==> src/rtl/exc_ctrl.sv <==
// exc_ctrl: MEM-stage exception/interrupt prioritiser and flush/redirect sequencer for CP0
module exc_ctrl #(
  parameter logic [4:0] EC_NONE      = 5'h10,
  parameter logic [4:0] EC_ERET      = 5'h11,
  parameter int         JUMP_TIMEOUT = 8
) (
  input  logic        clk,
  input  logic        rst,
  input  logic        valid_i,
  input  logic        stall_i,
  input  logic        in_delay_i,
  input  logic [31:0] pc_i,
  input  logic [31:0] mem_addr_i,
  input  logic        adel_if_i,
  input  logic        ri_i,
  input  logic        ov_i,
  input  logic        syscall_i,
  input  logic        break_i,
  input  logic        eret_i,
  input  logic        adel_ld_i,
  input  logic        ades_st_i,
  input  logic [5:0]  int_i,
  input  logic        int_time_i,
  input  logic [31:0] status_i,
  input  logic [31:0] cause_i,
  input  logic        exc_jump_flag_i,
  output logic [4:0]  exc_code_o,
  output logic [31:0] exc_epc_o,
  output logic [31:0] exc_badvaddr_o,
  output logic        in_delay_o,
  output logic        pipe_flush_o,
  output logic        busy_o,
  output logic        timeout_o
);
  typedef enum logic [1:0] {IDLE, FLUSH, RECOVER} state_t;
  state_t      state;
  logic [3:0]  cnt;
  logic [5:0]  sync1, sync2;
  logic [7:0]  ip;
  logic        int_pend, req, issue;
  logic [4:0]  sel_code;
  logic [31:0] sel_badv;
  logic        unused_ok;
  assign unused_ok = ^{status_i[31:16], status_i[7:2], cause_i[31:10], cause_i[7:0]};
  // two-flop synchroniser for the asynchronous hardware interrupt lines
  always_ff @(posedge clk or posedge rst)
    if (rst) begin
      sync1 <= '0;
      sync2 <= '0;
    end else begin
      sync1 <= int_i;
      sync2 <= sync1;
    end
  // pending interrupt and fixed-priority cause selection
  always_comb begin
    ip       = {sync2[5] | int_time_i, sync2[4:0], cause_i[9:8]};
    int_pend = |(ip & status_i[15:8]) && status_i[0] && !status_i[1];
    req      = int_pend | adel_if_i | ri_i | ov_i | syscall_i | break_i | adel_ld_i | ades_st_i | eret_i;
    sel_code = int_pend  ? 5'h00 :
               adel_if_i ? 5'h04 :
               ri_i      ? 5'h0a :
               ov_i      ? 5'h0c :
               syscall_i ? 5'h08 :
               break_i   ? 5'h09 :
               adel_ld_i ? 5'h04 :
               ades_st_i ? 5'h05 : EC_ERET;
    sel_badv = int_pend ? 32'h0 :
               adel_if_i ? pc_i :
               (ri_i | ov_i | syscall_i | break_i) ? 32'h0 :
               (adel_ld_i | ades_st_i) ? mem_addr_i : 32'h0;
    issue    = (state == IDLE) && valid_i && !stall_i && req;
  end
  // sequencer: issue one-cycle request, flush until CP0 redirects or the wait times out
  always_ff @(posedge clk or posedge rst)
    if (rst) begin
      state          <= IDLE;
      cnt            <= '0;
      exc_code_o     <= EC_NONE;
      exc_epc_o      <= '0;
      exc_badvaddr_o <= '0;
      in_delay_o     <= 1'b0;
      pipe_flush_o   <= 1'b0;
      busy_o         <= 1'b0;
      timeout_o      <= 1'b0;
    end else begin
      exc_code_o <= EC_NONE;
      case (state)
        IDLE:
          if (issue) begin
            state          <= FLUSH;
            cnt            <= '0;
            exc_code_o     <= sel_code;
            exc_epc_o      <= in_delay_i ? pc_i - 32'd4 : pc_i;
            exc_badvaddr_o <= sel_badv;
            in_delay_o     <= in_delay_i;
            pipe_flush_o   <= 1'b1;
            busy_o         <= 1'b1;
          end
        FLUSH:
          if (exc_jump_flag_i) begin
            state        <= RECOVER;
            pipe_flush_o <= 1'b0;
          end else if (cnt == 4'(JUMP_TIMEOUT - 1)) begin
            state        <= IDLE;
            pipe_flush_o <= 1'b0;
            busy_o       <= 1'b0;
            timeout_o    <= 1'b1;
          end else
            cnt <= cnt + 4'd1;
        RECOVER: begin
          state  <= IDLE;
          busy_o <= 1'b0;
        end
        default: begin
          state        <= IDLE;
          pipe_flush_o <= 1'b0;
          busy_o       <= 1'b0;
        end
      endcase
    end
endmodule

==> config.mk <==
export PLATFORM = sky130hd
export DESIGN_NAME = exc_ctrl
export DESIGN_NICKNAME = d
export VERILOG_FILES = /design/src/rtl/exc_ctrl.sv
export SDC_FILE = /design/constraint.sdc
export NUM_CORES = 1
export LEC_CHECK = 0
export ABC_AREA = 0
export BUFFER_PORTS_ARGS = -buffer_cell sky130_fd_sc_hd__buf_2
export CORE_ASPECT_RATIO = 1.1
export CORE_MARGIN = 2
export CORE_UTILIZATION = 25
export DETAILED_ROUTE_END_ITERATION = 8
export REMOVE_ABC_BUFFERS = 1
export SKIP_LAST_GASP = 1
export SLEW_MARGIN = 20
export SYNTH_ARGS = -nofsm -noshare
export SYNTH_HDL_FRONTEND = slang
export SYNTH_SLANG_ARGS = --single-unit
==> constraint.sdc <==
create_clock -name clk -period 4.6 [get_ports clk]
set_input_delay 0.46 -clock clk [delete_from_list [all_inputs] [get_ports clk]]
set_output_delay 0.46 -clock clk [all_outputs]
set_load 0.05 [all_outputs]
==> reports/qor.yml, run 1 <==
grt_pass1_wl_um: 19490
cts_resized: 0
wl_per_cell_um: 17.01
dp_hpwl_um: 9297
grt_pass1_vias: 3632
post-synth-top-count-cell: "dfrtp_1"
dpl.cell_count: 713
port_buffers: 169
drt_iter0_drc: 141
fp.dieW_um: 128.5
num-fill-cells: 1706
report.final.slew_viol_count: 0
setup_violations: 0
critPathCapture: "exc_badvaddr_o[6]"
dieArea_mm2: 0.01810
cts-buffers-inserted: 9
routed_wl_um: 12400
synthCells: 350
track_usage_pct: 14.08
clk_latency_ns: 0.35
drc: 0
async_reset_ff_share_pct: 100.0
post-route-util_pct: 33.61
diodes: 0
cp.required_ns: 4.87
root_buffer: "clkbuf_16"
core-area_mm2: 0.01683
pwr_density_cell_mw_per_mm2: 688.6
cts_setup_buffers: 0
relSlewSlack_pct: 38.10
startpoint: "state[1]"
skew_ns: 0.007230
fin_cells: 729
drive_gt1_share_pct: 46.07
leakagePower_nw: 2.598
vias: 3516
syn_area_mm2: 0.004260
drv_cap: 0
cts-hold-fix-buffers: 0
report.final.hold_viol_count: 0
status: "finished, final reports clean"
rrSetupSlack_ns: 1.72
worst_pin_slew_ns: 0.9214
synth_ff_type: "dfrtp_1"
synth_area_leaders: "dfrtp_1, mux2_2, o2bb2ai_1, a22oi_1, xnor2_1"
ant_nets: 0
worstPathMaxFanout: 20
yosys_warnings: 0
nNetsFinal: 667
io_pins: 222
r2r-start: "state[1]"
worst_r2r_path_depth: 4
cts_tree: "done"
setup_tns_ns: 0
ys_ff_latch: 91
syn_avg_cell_area_um2: 12.17
cts.sinks: 91
fin_crit_sh_pct: 62.55
irDropWorstVdd_uv: 388.8
drtPass1Iterations: 4
total_power_w: 0.003894
areaGrowthSynthToFinish_pct: 32.75
reg2reg_to: "exc_badvaddr_o[6]"
hold_class: "primary input to asynchronous set/reset pin"
synth_edf_count: 0
yosys.area.top_type: "dfrtp_1"
max_freq_mhz: 347.6
rows: 50
grt_max_degree: 49
clkTransAtPathRegs_ns: 0.07
antenna_found_initial: 1
vias_per_cell: 4.823
critPathLaunchType: "flip-flop"
die_h_um: 140.9
initial_utilization_pct: 25.32
endpoint_kind: "flip-flop"
grt_remaining_overflow: 0
critical_path_class: "flip-flop to flip-flop"
synth_common_cells: "dfrtp_1, a22oi_1, mux2_2"
grt_setup_unrepaired: "false"
finalWeightedCongestion: 0.7319
clk_path_buf_depth: 2
synth_top_area_share_pct: 52.86
fin_crit_ns: 2.877
ys_types: 44
cts_max_level: 3
worstPathArrival_ns: 3.15
ys_seq_area_share_pct: 53.48
-- layer usage --
metal	wire (um)	vias to the layer above	track usage [%]
met5	7	-	0
met4	214	2	5.032
met3	769	19	3.719
met2	6076	121	23.77
met1	5332	1728	17.28
li1	-	1646	-
-- flip-flops by register name (all words and copies together) (netlist names) --
name            count
pipe_flush_o        1
in_delay_o          1
exc_epc_o          32
cnt                 4
sync1               6
exc_code_o          5
sync2               6
state               2
exc_badvaddr_o     32
timeout_o           1
busy_o              1
-- cell usage in the layout (no fill, tap or decap), drive strengths merged, types with 2 or more instances in the layout --
cell      instances
o2bb2ai          30
nand4             6
bufinv            2
a22oi            33
clkbuf           10
nor2             14
a31o              3
or4               7
a21oi             4
mux2             36
nand3             3
dfrtp            90
nand3b            3
xnor2            17
nor4              8
nand2             9
o21ai             7
or3               3
ha                2
nand2b            2
clkinvlp          2
inv               8
nand4b            2
nor3b             3
nor3             15
and2              2
buf             176
xor2             13
-- critical path, stage by stage (launching register included) --
cell	delay [ns]
dfrtp_1	0.47
nor4b_1	0.80
nand3b_1	0.85
buf_4	0.50
o2bb2ai_1	0.18
-- worst min path at each step --
| stage | startpoint | end | slack (ns) |
|---|---|---|---|
| 2_1_floorplan | sync1[0] | sync2[0] | 0.33 |
| 3_3_place_gp | sync1[1] | sync2[1] | 0.34 |
| 3_5_place_dp | sync1[3] | sync2[3] | 0.33 |
| 4_1_cts | rst | sync1[0] | 0.18 |
| 5_1_grt | rst | sync1[0] | 0.20 |
| 6_report | rst | sync1[4] | 0.16 |
-- stage by stage --
stage,hold WS (ns),worst slack [ns],instance area (um2)
after floorplan,0.3312,1.131,4145
after global placement,0.3369,1.500,5325
after detailed placement,0.3347,1.467,5325
after CTS,0.1755,1.690,5643
after global routing,0.1958,1.594,5655
final,0.1580,1.723,5655
-- area by class of cell --
cell class	instances	area, um2	share of cell area, %
clock buffer	10	229.0	4.049
clock inverter	6	88.84	1.571
inverter	7	28.78	0.5088
multi-input combinational	231	1872	33.10
sequential	91	2278	40.29
tap	208	260.3	4.602
timing repair buffer	176	898.4	15.88
-- report_power, final --
| part | switching [W] | internal [W] |
|---|---|---|
| Combinational | 0.00134 | 0.000487 |
| Clock | 0.000321 | 0.000477 |
| Sequential | 0.000166 | 0.00110 |
| Total | 0.00183 | 0.00206 |
-- cells by family after synthesis --
family | Yosys count | synth area share [%]
DFF | 91 | 53.48
adders and majority gates | 2 | 0.5873
AOI/OAI and AO/OA | 83 | 15.13
muxes | 36 | 9.515
xor gates and xnor gates | 30 | 6.167
and+or+nand+nor | 80 | 11.81
buffers and inverters | 28 | 3.319
(Power assumes the default switching activity.)
==> run 2, diff against run 1 <==
- clock period: 4.6 -> 2.5 ns (I/O delays scaled with it)
==> run 2 against run 1 <==
Core utilization rose by 0.74 points. Clock power rose by 75%. Flip-flop and latch count did not move. Worst hold slack got worse by 0.14 ns. Final area rose by 2.2%. Highest routed layer is now met4. Worst setup slack got worse by 1.4 ns. Critical endpoint is now exc_epc_o[4]. Count of clock-buffer cells in the layout rose by 2. Largest cell class unchanged.
==> reports/qor.yml, run 2 (synthesized netlist as in run 1, its figures left out) <==
status: "finished, final reports clean"
finalWeightedCongestion: 0.7327  # +0.11%
skew_ns: 0.009269  # +0.002039 ns
vias_per_cell: 4.794  # -0.60%
r2r-start: "sync2[5]"
reg2reg_to: "exc_epc_o[4]"
place_area_mm2: 0.005420  # +1.8%
wl_per_cell_um: 16.93  # -0.46%
nNetsFinal: 678  # +1.6%
drive_gt1_share_pct: 46.14  # +0.074 points
endpoint_kind: "flip-flop"
clk_latency_ns: 0.34  # about the same
grt_setup_unrepaired: "false"
reg_top3: "exc_badvaddr_o (32), exc_epc_o (32)"
fin_crit_sh_pct: 88.17  # +26 points
finalInstanceArea_mm2: 0.005779  # +2.2%
final_common_cell: "buf_2"
drc: 0  # unchanged
diodes: 0  # unchanged
report.final.hold_viol_count: 0  # unchanged
hold_class: "primary input to flip-flop"
total_power_w: 0.007136  # +83%
clockPowerShare_pct: 19.6  # -0.9 points
report.final.slew_viol_count: 0  # unchanged
p_int_w: 0.003779  # +83%
initial_utilization_pct: 25.32  # unchanged
hp-start: "int_i[0]"
post-route-util_pct: 34.34  # +0.74 points
holdPathEnd: "sync1[0]"
setup_tns_ns: 0  # unchanged
grt_remaining_overflow: 0  # unchanged
fp.dieW_um: 128.5  # unchanged
clk_path_buf_depth: 2  # unchanged
worst_r2r_path_depth: 6  # +2
areaGrowthSynthToFinish_pct: 35.65
worstPathMaxFanout: 39  # +95%
holdWs_ns: 0.02240  # -0.1356 ns
cts_max_level: 3  # unchanged
dieArea_mm2: 0.01810  # unchanged
irDropWorstVdd_uv: 803.8  # +110%
critical_path_class: "flip-flop to flip-flop"
max_freq_mhz: 453.7  # +31%
rows: 50  # unchanged
leakagePower_nw: 2.667  # +2.6%
cts_tree: "done"
port_buffers: 169  # unchanged
io_pins: 222  # unchanged
ant_nets: 0  # unchanged
worst_pin_slew_ns: 0.6664  # -0.2549 ns
holdPathStages: 1
root_buffer: "clkbuf_16"
antenna_found_initial: 0  # -1
die_h_um: 140.9  # unchanged
grt_pass1_wl_um: 20050  # +2.9%
core-area_mm2: 0.01683  # unchanged
cts.sinks: 91  # unchanged
worstPathArrival_ns: 2.43  # -0.72 ns
drt_iter0_drc: 122  # -13%
critPathLaunchType: "flip-flop"
num-fill-cells: 1682  # -1.4%
relSlewSlack_pct: 55.57  # +17 points
drv_cap: 0  # unchanged
pwr_density_cell_mw_per_mm2: 1235  # +79%
layout_common_cells: "buf_2, dfrtp_1, a22oi_1, mux2_2, o2bb2ai_1"
rrSetupSlack_ns: 0.30  # -1.43 ns
switchingPower_w: 0.003357  # +83%
cts_setup_buffers: 0  # unchanged
grt_max_degree: 52  # +6.1%
clkTransAtPathRegs_ns: 0.06  # about the same
vias: 3543  # +0.77%
combPwrFrac_pct: 47.7  # +0.7 points
routed_wl_um: 12510  # +0.90%
setup_violations: 0  # unchanged
switching_share_pct: 47.04  # about the same
cts_resized: 0  # unchanged
cts-buffers-inserted: 9  # unchanged
grt_pass1_vias: 3736  # +2.9%
startpoint: "sync2[5]"
power_frac_seq_pct: 32.7  # +0.2 points
dp_hpwl_um: 9236  # -0.65%
fin_crit_ns: 2.204  # -0.6730 ns
track_usage_pct: 14.40  # +0.32 points
cp.required_ns: 2.73  # -2.14 ns
drtPass1Iterations: 4  # unchanged
[run 2: cell count changes in the layout (fill, tap and decap cells not counted), sizes merged]
cell and delta:
clkbuf +2, bufinv -1, dlygate4sd3 +5, buf +6
clkinvlp -1, clkinv -1
[run 2: critical path, stage by stage, from the launching register on]
cell and delay [ns]:
dfrtp_1 0.37, o21a_1 0.17, a221oi_1 0.31, a311oi_2 0.31, o21ai_4 0.29, buf_12 0.26
mux2_2 0.36
[run 2: layer usage]
layer	up-vias	global-route usage [%]	wire length, um
li1	1673	-	-
met1	1734	18.57	5463
met2	122	23.21	6030
met3	14	3.529	817
met4	0	5.668	201
met5	-	0	0
[run 2: how the worst max path moves through the flow]
stage / endpoint / slack [ns] / cells after the start
floorplan: exc_badvaddr_o[29] / -0.76 / 5
global placement: exc_badvaddr_o[27] / 0.12 / 7
detailed placement: exc_badvaddr_o[17] / 0.09 / 7
CTS: exc_badvaddr_o[25] / 0.08 / 6
global route: exc_badvaddr_o[10] / 0.04 / 6
finish: exc_epc_o[4] / 0.30 / 6
[run 2: area by class of cell]
type	instances	area, um2	area share (%)
clock buffers	12	256.5	4.438
clock inverters	3	46.29	0.8010
inverters	7	28.78	0.4979
multi-input cells	231	1866	32.28
flip-flops and latches	91	2278	39.42
well taps	208	260.3	4.503
repair buffers	187	1044	18.06
[run 2: power by group through the flow]
stage / logic [W] / clock network [W] / registers (W)
floorplan: 0.000723 / 0 / 0.00412
detailed placement: 0.00343 / 0 / 0.00235
global placement: 0.00339 / 0 / 0.00233
finish: 0.00341 / 0.00140 / 0.00233
global route: 0.00358 / 0.00152 / 0.00240
CTS: 0.00344 / 0.00146 / 0.00233
[run 2: metrics by stage]
| step | worst slack [ns] | cells |
|---|---|---|
| finish | 0.2958 | 739 |
| global route | 0.04471 | 739 |
| CTS | 0.08079 | 739 |
| detailed placement | 0.09278 | 719 |
| global placement | 0.1172 | 719 |
| floorplan | -0.7589 | 329 |
[run 2: what timing repair did]
action                                  4_1_cts  5_1_grt
hold buffers                                  5        0
endpoints found under the setup margin        0        0
hold endpoints to repair                     43        0
